`config.mk`:
```
export PLATFORM = sky130hd
export DESIGN_NAME = mem_port_arbiter
export DESIGN_NICKNAME = d
export VERILOG_FILES = /design/src/rtl/mem_port_arbiter.sv
export SDC_FILE = /design/constraint.sdc
export NUM_CORES = 1
export LEC_CHECK = 0
export CORE_AREA = 4 4 209 211
export CTS_BUF_LIST = sky130_fd_sc_hd__clkbuf_2
export DETAILED_ROUTE_END_ITERATION = 10
export DIE_AREA = 0 0 213 215
export HOLD_SLACK_MARGIN = 0.12
export PLACE_DENSITY = 0.6
export SLEW_MARGIN = 40
export SYNTH_ARGS = -nofsm -noshare
export SYNTH_HDL_FRONTEND = slang
export SYNTH_SLANG_ARGS = --single-unit
export TNS_END_PERCENT = 5
```
`constraint.sdc`:
```
create_clock -name i_clk -period 1.9 [get_ports i_clk]
set_input_delay 0.38 -clock i_clk [delete_from_list [all_inputs] [get_ports i_clk]]
set_output_delay 0.38 -clock i_clk [all_outputs]
set_load 0.02 [all_outputs]
```
`src/rtl/mem_port_arbiter.sv`:
```
// ---------------------------------------------------------------------------
// mem_port_arbiter
//
// Shares the core's single request/acknowledge memory port between the
// instruction-fetch requester and the load/store requester. Data accesses
// win contention, but after STARVE_MAX consecutive data wins over a waiting
// fetch the fetch is served. A branch redirect (i_if_flush) kills a fetch
// that is pending or already on the bus; the bus transaction still
// completes, but its response is dropped.
//
// Parameters
//   ADDR_W      address width
//   DATA_W      data width
//   STARVE_MAX  consecutive fetch denials before fetch wins (>= 1)
//
// Ports
//   i_clk        core clock, all state changes on the rising edge
//   i_rst_n      asynchronous active-low reset
//   i_if_req     fetch request, held with i_if_addr until ack or flush
//   i_if_addr    fetch address
//   i_if_flush   branch redirect, kills a pending or outstanding fetch
//   o_if_ack     one-cycle pulse, o_if_rdata valid in that cycle
//   o_if_rdata   fetched doubleword
//   i_d_req      data request, held with its attributes until ack
//   i_d_we       1 = store, 0 = load
//   i_d_addr     data address
//   i_d_wdata    store data
//   i_d_wmask    store byte mask, passed through unchanged
//   o_d_ack      one-cycle pulse, o_d_rdata valid in that cycle
//   o_d_rdata    raw load data
//   o_mem_req    memory request, held until i_mem_ack
//   o_mem_we     memory write strobe
//   o_mem_addr   memory address
//   o_mem_wdata  memory write data
//   o_mem_wmask  memory write mask
//   i_mem_rdata  memory read data, valid with i_mem_ack
//   i_mem_ack    one-cycle completion pulse
//   o_busy       high whenever the arbiter is not idle
// ---------------------------------------------------------------------------
module mem_port_arbiter #(
  parameter int ADDR_W     = 64,
  parameter int DATA_W     = 64,
  parameter int STARVE_MAX = 4
) (
  input  logic              i_clk,
  input  logic              i_rst_n,
  input  logic              i_if_req,
  input  logic [ADDR_W-1:0] i_if_addr,
  input  logic              i_if_flush,
  output logic              o_if_ack,
  output logic [DATA_W-1:0] o_if_rdata,
  input  logic              i_d_req,
  input  logic              i_d_we,
  input  logic [ADDR_W-1:0] i_d_addr,
  input  logic [DATA_W-1:0] i_d_wdata,
  input  logic [7:0]        i_d_wmask,
  output logic              o_d_ack,
  output logic [DATA_W-1:0] o_d_rdata,
  output logic              o_mem_req,
  output logic              o_mem_we,
  output logic [ADDR_W-1:0] o_mem_addr,
  output logic [DATA_W-1:0] o_mem_wdata,
  output logic [7:0]        o_mem_wmask,
  input  logic [DATA_W-1:0] i_mem_rdata,
  input  logic              i_mem_ack,
  output logic              o_busy
);

  localparam int CNT_W = $clog2(STARVE_MAX + 1);
  localparam logic [CNT_W-1:0] STARVE_LIMIT = CNT_W'(STARVE_MAX);

  localparam logic [1:0] S_IDLE  = 2'd0;
  localparam logic [1:0] S_MEM_I = 2'd1;
  localparam logic [1:0] S_MEM_D = 2'd2;
  localparam logic [1:0] S_RESP  = 2'd3;

  logic [1:0]        r_state;
  logic [CNT_W-1:0]  r_starveCnt;
  logic              r_kill;
  logic              r_ifAck;
  logic              r_dAck;
  logic [DATA_W-1:0] r_ifRdata;
  logic [DATA_W-1:0] r_dRdata;
  logic              r_memWe;
  logic [ADDR_W-1:0] r_memAddr;
  logic [DATA_W-1:0] r_memWdata;
  logic [7:0]        r_memWmask;

  logic w_ifValid;
  logic w_grantD;
  logic w_grantI;
  logic w_killNow;

  // Arbitration decision, only acted upon while idle. A flush in the same
  // cycle hides the fetch request entirely, so a flushed fetch neither wins
  // nor counts as a starved requester. Data wins unless the fetch has
  // already been passed over STARVE_MAX times in a row.
  assign w_ifValid = i_if_req & ~i_if_flush;
  assign w_grantD  = i_d_req & ~(w_ifValid & (r_starveCnt == STARVE_LIMIT));
  assign w_grantI  = w_ifValid & ~w_grantD;

  // The fetch response is dropped if a redirect was seen at any point while
  // the fetch was on the bus, including the cycle the data comes back.
  assign w_killNow = r_kill | i_if_flush;

  // Bus request and busy are decoded straight from the state register, so
  // no input reaches them combinationally.
  assign o_mem_req   = (r_state == S_MEM_I) | (r_state == S_MEM_D);
  assign o_busy      = (r_state != S_IDLE);
  assign o_if_ack    = r_ifAck;
  assign o_d_ack     = r_dAck;
  assign o_if_rdata  = r_ifRdata;
  assign o_d_rdata   = r_dRdata;
  assign o_mem_we    = r_memWe;
  assign o_mem_addr  = r_memAddr;
  assign o_mem_wdata = r_memWdata;
  assign o_mem_wmask = r_memWmask;

  // Main sequencer. IDLE grants and latches the winner's bus attributes,
  // which then stay frozen until the next grant. MEM_x waits for the memory
  // acknowledge and captures read data; the requester's ack register is set
  // on that same edge so the pulse lines up with the RESP cycle. The owner
  // of the response is therefore implied by which ack register was loaded.
  // RESP is a single cycle that returns to IDLE and clears the kill flag.
  always_ff @(posedge i_clk or negedge i_rst_n) begin
    if (!i_rst_n) begin
      r_state     <= S_IDLE;
      r_starveCnt <= '0;
      r_kill      <= 1'b0;
      r_ifAck     <= 1'b0;
      r_dAck      <= 1'b0;
      r_ifRdata   <= '0;
      r_dRdata    <= '0;
      r_memWe     <= 1'b0;
      r_memAddr   <= '0;
      r_memWdata  <= '0;
      r_memWmask  <= '0;
    end else begin
      r_ifAck <= 1'b0;
      r_dAck  <= 1'b0;
      case (r_state)
        S_IDLE: begin
          if (w_grantD) begin
            r_state    <= S_MEM_D;
            r_memWe    <= i_d_we;
            r_memAddr  <= i_d_addr;
            r_memWdata <= i_d_wdata;
            r_memWmask <= i_d_wmask;
            if (w_ifValid && (r_starveCnt != STARVE_LIMIT)) begin
              r_starveCnt <= r_starveCnt + CNT_W'(1);
            end
          end else if (w_grantI) begin
            r_state     <= S_MEM_I;
            r_memWe     <= 1'b0;
            r_memAddr   <= i_if_addr;
            r_memWdata  <= '0;
            r_memWmask  <= '0;
            r_starveCnt <= '0;
          end
        end
        S_MEM_I: begin
          r_kill <= w_killNow;
          if (i_mem_ack) begin
            r_state <= S_RESP;
            if (!w_killNow) begin
              r_ifAck   <= 1'b1;
              r_ifRdata <= i_mem_rdata;
            end
          end
        end
        S_MEM_D: begin
          if (i_mem_ack) begin
            r_state  <= S_RESP;
            r_dAck   <= 1'b1;
            r_dRdata <= i_mem_rdata;
          end
        end
        S_RESP: begin
          r_state <= S_IDLE;
          r_kill  <= 1'b0;
        end
        default: begin
          r_state <= S_IDLE;
        end
      endcase
    end
  end

endmodule

```
Yosys cells after proc, flatten, opt, wreduce, memory -nomap -nowiden
Index checks and enable logic that the tools add are counted. Widths: inputs -> output; s select.

Flip-flop bits (word level): 273. Latch bits: 0. Bits in writable memories: 0. Bits in read-only memories: 0. Bits of input ports: 271. Word-level logic and storage cells: 62. Memories: 0.

Add/subtract/negate cells: 1. $mul: 0. Div/mod/pow operators: 0. $lt $le $gt $ge: 0. Equality and inequality tests: 8. Shifts and indexed selects: 0. Multiplexer cells: 21. Bitwise gates (word level): 10. Reductions and logical operators: 11.

Operators with widths (count): $mux 64 (4); $mux 8 (2); $mux 3 (3); $mux 1 (7); $mux 2 (3); $ne 3x3->1 const B (2); $pmux 2 s3 (1); $reduce_and 2->1 (3); $reduce_and 3->1 (2); $reduce_bool 2->1 (3); $and 1x1->1 (4); $eq 2x2->1 const B (2); $ne 2x1->1 const B (2); $not 1->1 (4); $add 3x1->3 const B (1); $eq 3x3->1 const B (1); $eq 2x1->1 const B (1); $logic_not 2->1 (1); $or 1x1->1 (2); $pmux 1 s2 (1); $reduce_or 2->1 (1); $logic_and 1x1->1 (1).

Longest topological paths before layout
Gate-level depths: netlist of the first run.

Depth after elaboration: 10. Gate-level depth with buffers: 8. Depth with buffers taken out: 5.

Least setup slack after synthesis of the first run
No wires, ideal clock.

Path type: register -> register. Start: reg r_state[0]. End: reg r_memAddr[46] (netlist: o_mem_addr[46]). Arrival: 1561 ps. Setup slack: 208 ps. Stages on the path, launching flop included: 8. Clock period less this slack: 1692 ps. Cells stage by stage: dfrtp_1 inv_1 ha_1 buf_2 clkbuf_1 clkbuf_1 o221a_2 a22oi_1.

Word-level cells in the longest chain between the ends: 2.

Ends and longest elaborated chain: start: declaration (line 77) `logic [1:0] r_state;`; start signal: assignment (line 127) `r_state <= S_IDLE;`; start signal: assignment (line 144) `r_state <= S_MEM_D;`; start signal: assignment (line 153) `r_state <= S_MEM_I;`; $logic_not 2->1 (line 141) `case (r_state)`; $reduce_and 2->1 (no source line); end signal: assignment (line 146) `r_memAddr <= i_d_addr;`; end signal: assignment (line 155) `r_memAddr <= i_if_addr;`; end: declaration (line 85) `logic [ADDR_W-1:0] r_memAddr;`.

No other way between the ends. A chain may end at the register's enable or synchronous reset.

Worst setup path after layout of the first run
Start: reg r_state[1]. End: out o_mem_req.

Word-level cells in the longest chain between the ends: 2. Elaborated cells on any way between the ends: 3.

Ends and longest elaborated chain: $eq 2x1->1 or $eq 2x2->1 (tied branches) (line 108) `assign o_mem_req = (r_state == S_MEM_I) | (r_state == S_MEM_D);`; $or 1x1->1 (*) (line 108); end: declaration (line 59) `output logic o_mem_req,`.

Every way passes the cells marked *; elsewhere a longest branch is shown, timed or not.

==> results of run 1 <==
==> power breakdown <==
| part | internal (mW) | switching [mW] | total [mW] |
|---|---|---|---|
| registers | 8.63 | 1.77 | 10.4 |
| clock network | 1.76 | 2.44 | 4.20 |
| logic | 7.92 | 8.08 | 16.0 |
| total | 18.3 | 12.3 | 30.6 |
==> worst min-delay path by stage <==
stage,end,startpoint
after CTS,o_mem_addr[13],i_d_addr[13]
after detailed placement,o_if_rdata[2],i_rst_n
after global placement,o_if_rdata[2],i_rst_n
final,o_mem_addr[55],i_d_addr[55]
after global routing,o_mem_addr[55],i_d_addr[55]
after floorplan,o_d_ack,i_rst_n
==> timing repair <==
item                                    4_1_cts  5_1_grt
gates cloned                                  0        0
setup buffers                                 4        9
resized for setup                           998      325
endpoints found under the setup margin      269      269
endpoints found under the hold margin       541        0
hold buffers                                260        0
pin swaps                                     0        2
==> layer usage <==
layer,wire length [microns],vias up
li1,-,5120
met1,17860,5402
met2,21890,491
met3,3923,92
met4,1401,2
met5,17,-
==> area by class of cell <==
type | instances | area (sq um) | area share, %
Antenna cell | 6 | 15.01 | 0.07157
Multi-Input combinational cell | 488 | 4144 | 19.75
Sequential cell | 273 | 6832 | 32.57
Inverter | 72 | 270.3 | 1.288
Clock buffer | 108 | 540.5 | 2.577
Timing Repair Buffer | 874 | 8397 | 40.03
Clock inverter | 13 | 105.1 | 0.5010
Tap cell | 539 | 674.4 | 3.215
==> through the flow <==
| step | setup WS [ps] | setup TNS (ps) | util, % |
|---|---|---|---|
| floorplan | 207.9 | 0 | - |
| global placement | -112.3 | -16430 | 43.15 |
| detailed placement | -114.8 | -16130 | 43.15 |
| CTS | -318.6 | -37600 | 50.00 |
| global route | -353.8 | -27590 | 50.22 |
| finish | -151.1 | -396.6 | 50.24 |
==> logic make-up after synthesis <==
logic type / synth area share (%)
buffers and inverters: 6.024
flip-flops: 58.73
multiplexers: 12.49
AO/OA/AOI/OAI: 19.29
adder cells (fa/ha/maj): 0.6454
AND/OR/NAND/NOR: 2.818
==> flip-flops by register name (all words and copies together), names as in the netlist <==
signal       count
o_d_ack          1
o_d_rdata       64
o_if_ack         1
o_if_rdata      64
o_mem_addr      64
o_mem_wdata     64
o_mem_we         1
o_mem_wmask      8
r_kill           1
r_starveCnt      3
r_state          2
==> tightest hold or removal path, stage by stage <==
cell and delay (ps):
clkdlybuf4s50_1 410, nand2_1 70, o221a_2 170, a22oi_1 60
==> layout by cell type, fill, tap and decap left out, types with 5 or more instances in the layout <==
master,instances
dfrtp_1,273
clkdlybuf4s50_1,268
dlygate4sd3_1,259
buf_6,130
mux2_2,128
clkbuf_2,119
buf_2,111
a22o_1,74
inv_1,68
o21ai_0,66
nand2_1,65
o221a_2,64
a22oi_1,64
buf_4,56
buf_12,21
clkdlybuf4s15_2,17
clkinv_1,9
diode_2,6
inv_2,5
ha_1,5
==> flow_summary_export.csv, run 1 <==
group,metric,value,unit
setup_path,cpPeakStageDelay,390,ps
cts,clkLatencyLatePin,900,ps
timing,fin_skew,62.08,ps
place,gp_congestion,0.8382,
grt,met1_usage,22.46,%
timing,timing.final.ws_setup,-151.1,ps
synthesis,synth_top_area_share,58.73,%
worst_hold_path,holdPathStages,4,
timing,slew_headroom,73.96,%
status,outcome,"finished with violations",
synthesis,ys_seq_elements,273,
layout,fin_cells,2373,
setup_path,critPathMaxFanout,2,
layout,finalNetCount,2062,
layout,fin_area,20980,sq um
setup_path,r2r-end,"o_if_rdata[63]",
floorplan,num_io_pins,540,
cts,clockBufferDepth,3,
grt,track_usage,18.90,%
synthesis,yosysMostFrequentCell,"dfrtp_1",
timing,finalSetupViolations,11,
place,place_area,18020,sq um
synthesis,synth_common_cells,"dfrtp_1, mux2_2, a22o_1",
setup_path,reg2reg_slack,30,ps
floorplan,initial_core_util,27.85,%
place,hpwl,30.79,mm
setup_path,rr_startpoint,"r_state[1]",
setup_path,startpoint_type,"register",
setup_path,end_kind,"output pin",
cts,clkSlewWorstSetupHoldPaths,90,ps
timing,fin_crit,2051,ps
grt,grt_max_degree,61,
synthesis,async_reset_ff_share,100.0,%
detailed_routing,routed_wl,45.09,mm
grt,busiest_layer,"met2",
cts,numClockSinks,273,
grt,overflow,0,
synthesis,synth.area.top_cells,"dfrtp_1, mux2_2, o221a_2",
synthesis,synth_top_cell_by_area,"dfrtp_1",
power_and_ir_drop,p_total,30.59,mW
layout,drive_gt1_share,36.27,%
synthesis,ys_types,28,
setup_path,worstSetupStartpoint,"r_state[1]",
worst_hold_path,hold_class,"primary input to register",
setup_path,crit_path_end,"o_mem_req",
floorplan,die_w,213,microns
synthesis,synth_edf_count,0,
synthesis,synthFlopType,"dfrtp_1",
floorplan,core,41760,sq um
grt,grt_pass1_vias,12073,
grt,grt_antenna_before_repair,4,
setup_path,cpMaxStageDelayCell,"dfrtp_1",
synthesis,seq_area_frac_synth,58.73,%
timing,rsz0062_at_grt,"yes",
detailed_routing,drt_iter0_markers,545,
layout,syn_to_final_growth,80.36,%
timing,max_freq,487.5,MHz
timing,fin_hold_ws,248.7,ps
synthesis,synth_fp_nets,1197,
setup_path,path_buf_inv,2,
detailed_routing,ant_nets,0,
power_and_ir_drop,leakagePower,9.669,nW
grt,grt_use_met3,6.358,%
job,drv_cap,0,
timing,slew_violations,0,
setup_path,path_cells,"inv_2 > ha_4 > buf_6",
synthesis,yosys_warnings,0,
setup_path,critPathKind,"register to output pin",
place,io_buffers,539,
detailed_routing,drt-wirelength-per-cell,19.00,microns
detailed_routing,num_vias,11107,
power_and_ir_drop,power.density,1458,nW/um^2
synthesis,synth_area,11630,sq um
detailed_routing,viasPerCell,4.681,
timing,hold_viol_final,0,
cts,cts_root_buffer,"clkbuf_2",
layout,nFillCells,3631,
timing,max_slew.worst_pin.slew,390.5,ps
floorplan,rows,75,
grt,grtUsageMet2,31.89,%
power_and_ir_drop,peakVddDrop,0.6587,mV
setup_path,arrival,1670,ps
timing,fin_crit_sh,108.0,%
detailed_routing,dr.pass1.iters,5,
setup_path,critPathRequiredTime,1520,ps
cts,cts_inserted_buffers,76,
cts,htree_levels,3,
synthesis,post_synth.cell_area_avg,12.64,sq um
setup_path,path_delay_family,"flip-flops",
setup_path,r2r_cells,7,
floorplan,die_area,45800,sq um
place,dpl.cell_count,1973,
grt,grt_pass1_wl,68.75,mm
status,violations,"negative setup slack",
floorplan,fp.dieH,215,microns
cts,cts_tree,"yes",
synthesis,synthCells,920,
setup_path,cp.depth,3,
detailed_routing,drcViolationCount,0,
Power figures use the tool's default switching activity.
==> run 2: changes to the inputs <==
--- a/config.mk
+++ b/config.mk
@@ -5,10 +5,10 @@
 export SDC_FILE = /design/constraint.sdc
 export NUM_CORES = 1
 export LEC_CHECK = 0
-export CORE_AREA = 4 4 209 211
+export CORE_AREA = 5 5 209 211
 export CTS_BUF_LIST = sky130_fd_sc_hd__clkbuf_2
 export DETAILED_ROUTE_END_ITERATION = 10
-export DIE_AREA = 0 0 213 215
+export DIE_AREA = 0 0 214 216
 export HOLD_SLACK_MARGIN = 0.12
 export PLACE_DENSITY = 0.6
 export SLEW_MARGIN = 40
==> run 2 against run 1 <==
The run still ends with negative setup slack left. Sequential cell count is the same. Register-to-register slack got worse by 20 ps. Clock power is 3% higher. First-iteration DRC count is 3.7% lower. Fmax fell by 4.0%. Die area increased by 0.94%. Setup slack worse by 84 ps. Clock skew increased by 46 ps. Count of clock-buffer cells in the layout rose by 8. Utilization increased by 1.1 points. Total power is 2.0% higher. Sequential share of layout area shrank 0.52 points.
==> flow_summary_export.csv, run 2 (synthesized netlist as in run 1, its figures left out) <==
group,metric,value,unit
cts,clkSlewWorstSetupHoldPaths,90,ps
floorplan,num_io_pins,540,
power_and_ir_drop,power_frac_seq,33.5,%
cts,cts_tree,"yes",
layout,layout_common_cells,"dfrtp_1, dlygate4sd3_1, clkdlybuf4s50_1, buf_6, mux2_2",
detailed_routing,num_vias,11231,
floorplan,die_area,46220,sq um
power_and_ir_drop,power.density,1463,nW/um^2
layout,finalNetCount,2078,
timing,rsz0062_at_grt,"yes",
cts,cts_inserted_buffers,78,
detailed_routing,dr.pass1.iters,5,
cts,cts_root_buffer,"clkbuf_2",
grt,grt_pass1_vias,12344,
place,dpl_worst_slack,-174.7,ps
status,violations,"negative setup slack",
setup_path,critPathRequiredTime,1520,ps
timing,slew_violations,0,
place,hpwl,31.55,mm
setup_path,startpoint_type,"register",
grt,overflow,0,
cts,clkLatencyLatePin,960,ps
layout,nFillCells,3606,
timing,max_freq,468.3,MHz
cts,clockBufferDepth,3,
layout,drive_gt1_share,36.46,%
detailed_routing,viasPerCell,4.685,
setup_path,critPathMaxFanout,2,
layout,syn_to_final_growth,83.30,%
setup_path,critPathKind,"register to output pin",
grt,grt_max_degree,59,
detailed_routing,drcViolationCount,0,
timing,finalSetupViolations,25,
floorplan,rows,75,
timing,slew_headroom,72.38,%
setup_path,end_kind,"output pin",
worst_hold_path,hold_class,"primary input to register",
timing,hold_viol_final,0,
power_and_ir_drop,switching_share,40.30,%
setup_path,arrival,1760,ps
timing,timing.final.ws_setup,-235.5,ps
power_and_ir_drop,p_switching,12.57,mW
power_and_ir_drop,pwr-share-comb,52.6,%
power_and_ir_drop,p_int,18.63,mW
detailed_routing,drt-wirelength-per-cell,19.22,microns
job,drv_cap,0,
grt,grt_pass1_wl,71.75,mm
status,outcome,"finished with violations",
cts,htree_levels,3,
floorplan,initial_core_util,27.98,%
layout,final_common_cell,"dfrtp_1",
grt,grt_antenna_before_repair,3,
power_and_ir_drop,leakagePower,9.830,nW
place,gp_congestion,0.8215,
timing,fin_skew,107.6,ps
floorplan,core,41570,sq um
detailed_routing,drt_iter0_markers,525,
grt,track_usage,19.38,%
power_and_ir_drop,p_clk_share,13.8,%
power_and_ir_drop,peakVddDrop,0.7192,mV
cts,numClockSinks,273,
timing,max_slew.worst_pin.slew,414.2,ps
timing,fin_crit,2135,ps
timing,fin_crit_sh,112.4,%
place,io_buffers,539,
timing,fin_hold_ws,390.9,ps
floorplan,fp.dieH,216,microns
floorplan,die_w,214,microns
detailed_routing,routed_wl,46.07,mm
detailed_routing,ant_nets,0,
-- run 2: path summary, 6_finish.rpt --
kind | from | endpoint | slack (ps) | cells after the start
max | r_state[0] | o_mem_req | -240 | 3
min | i_mem_ack | r_state[0] | 390 | 5
max reg2reg | r_state[0] | o_if_rdata[7] | 10 | 7
min reg2reg | o_mem_wmask[0] | o_mem_wmask[0] | 500 | 1
max in group asynchronous | i_rst_n | r_starveCnt[1] | 760 | 4
min in group asynchronous | i_rst_n | o_mem_addr[41] | 740 | 4
-- run 2: final cells by class --
type                       count  area [sq um]  area share (%)
inverter                      72         270.3           1.268
clock buffer                 116         580.6           2.723
timing repair buffer         888          8693           40.77
clock inverter                20         111.4          0.5223
sequential                   273          6832           32.04
multi-input combinational    488          4156           19.50
antenna                        1         2.502         0.01174
tap                          539         674.4           3.163
-- run 2: stage by stage --
step                      instances  TNS, ps  util [%]  area (sq um)  total power, mW
final                          2397    -1514     51.29         21320            31.20
after global routing           2397   -34030     51.29         21320            33.07
after floorplan                 920        0         -         11630            18.07
after global placement         1978   -18890     43.56         18110            26.57
after CTS                      2392   -60120     51.02         21210            30.80
after detailed placement       1978   -24720     43.56         18110            26.80
-- run 2: power by group through the flow --
stage | registers (mW) | logic, mW | clock network [mW]
2_1_floorplan | 13.5 | 4.60 | 0
3_3_place_gp | 10.2 | 16.4 | 0
3_5_place_dp | 10.2 | 16.6 | 0
4_1_cts | 10.3 | 15.9 | 4.56
5_1_grt | 10.8 | 17.4 | 4.86
6_report | 10.5 | 16.4 | 4.32
-- run 2: layer usage --
| metal | vias up | track usage, % | part of all wire, % |
|---|---|---|---|
| met3 | 84 | 6.895 | 8.1 |
| met2 | 493 | 31.80 | 48 |
| met4 | 2 | 7.451 | 2.8 |
| li1 | 5171 | - | - |
| met5 | - | 0 | 0.028 |
| met1 | 5481 | 23.55 | 41 |
-- run 2: critical path: stages (launching register included) --
cell,delay [ps]
dfrtp_1,370
inv_2,60
ha_4,270
buf_6,130
-- run 2: what timing repair did --
item                                    CTS  global route
pin swaps                                 1             2
endpoints found under the hold margin   542             0
setup endpoints to repair               269           274
hold buffers                            271             0
gates resized for setup                1001           361
buffers inserted                          7             4
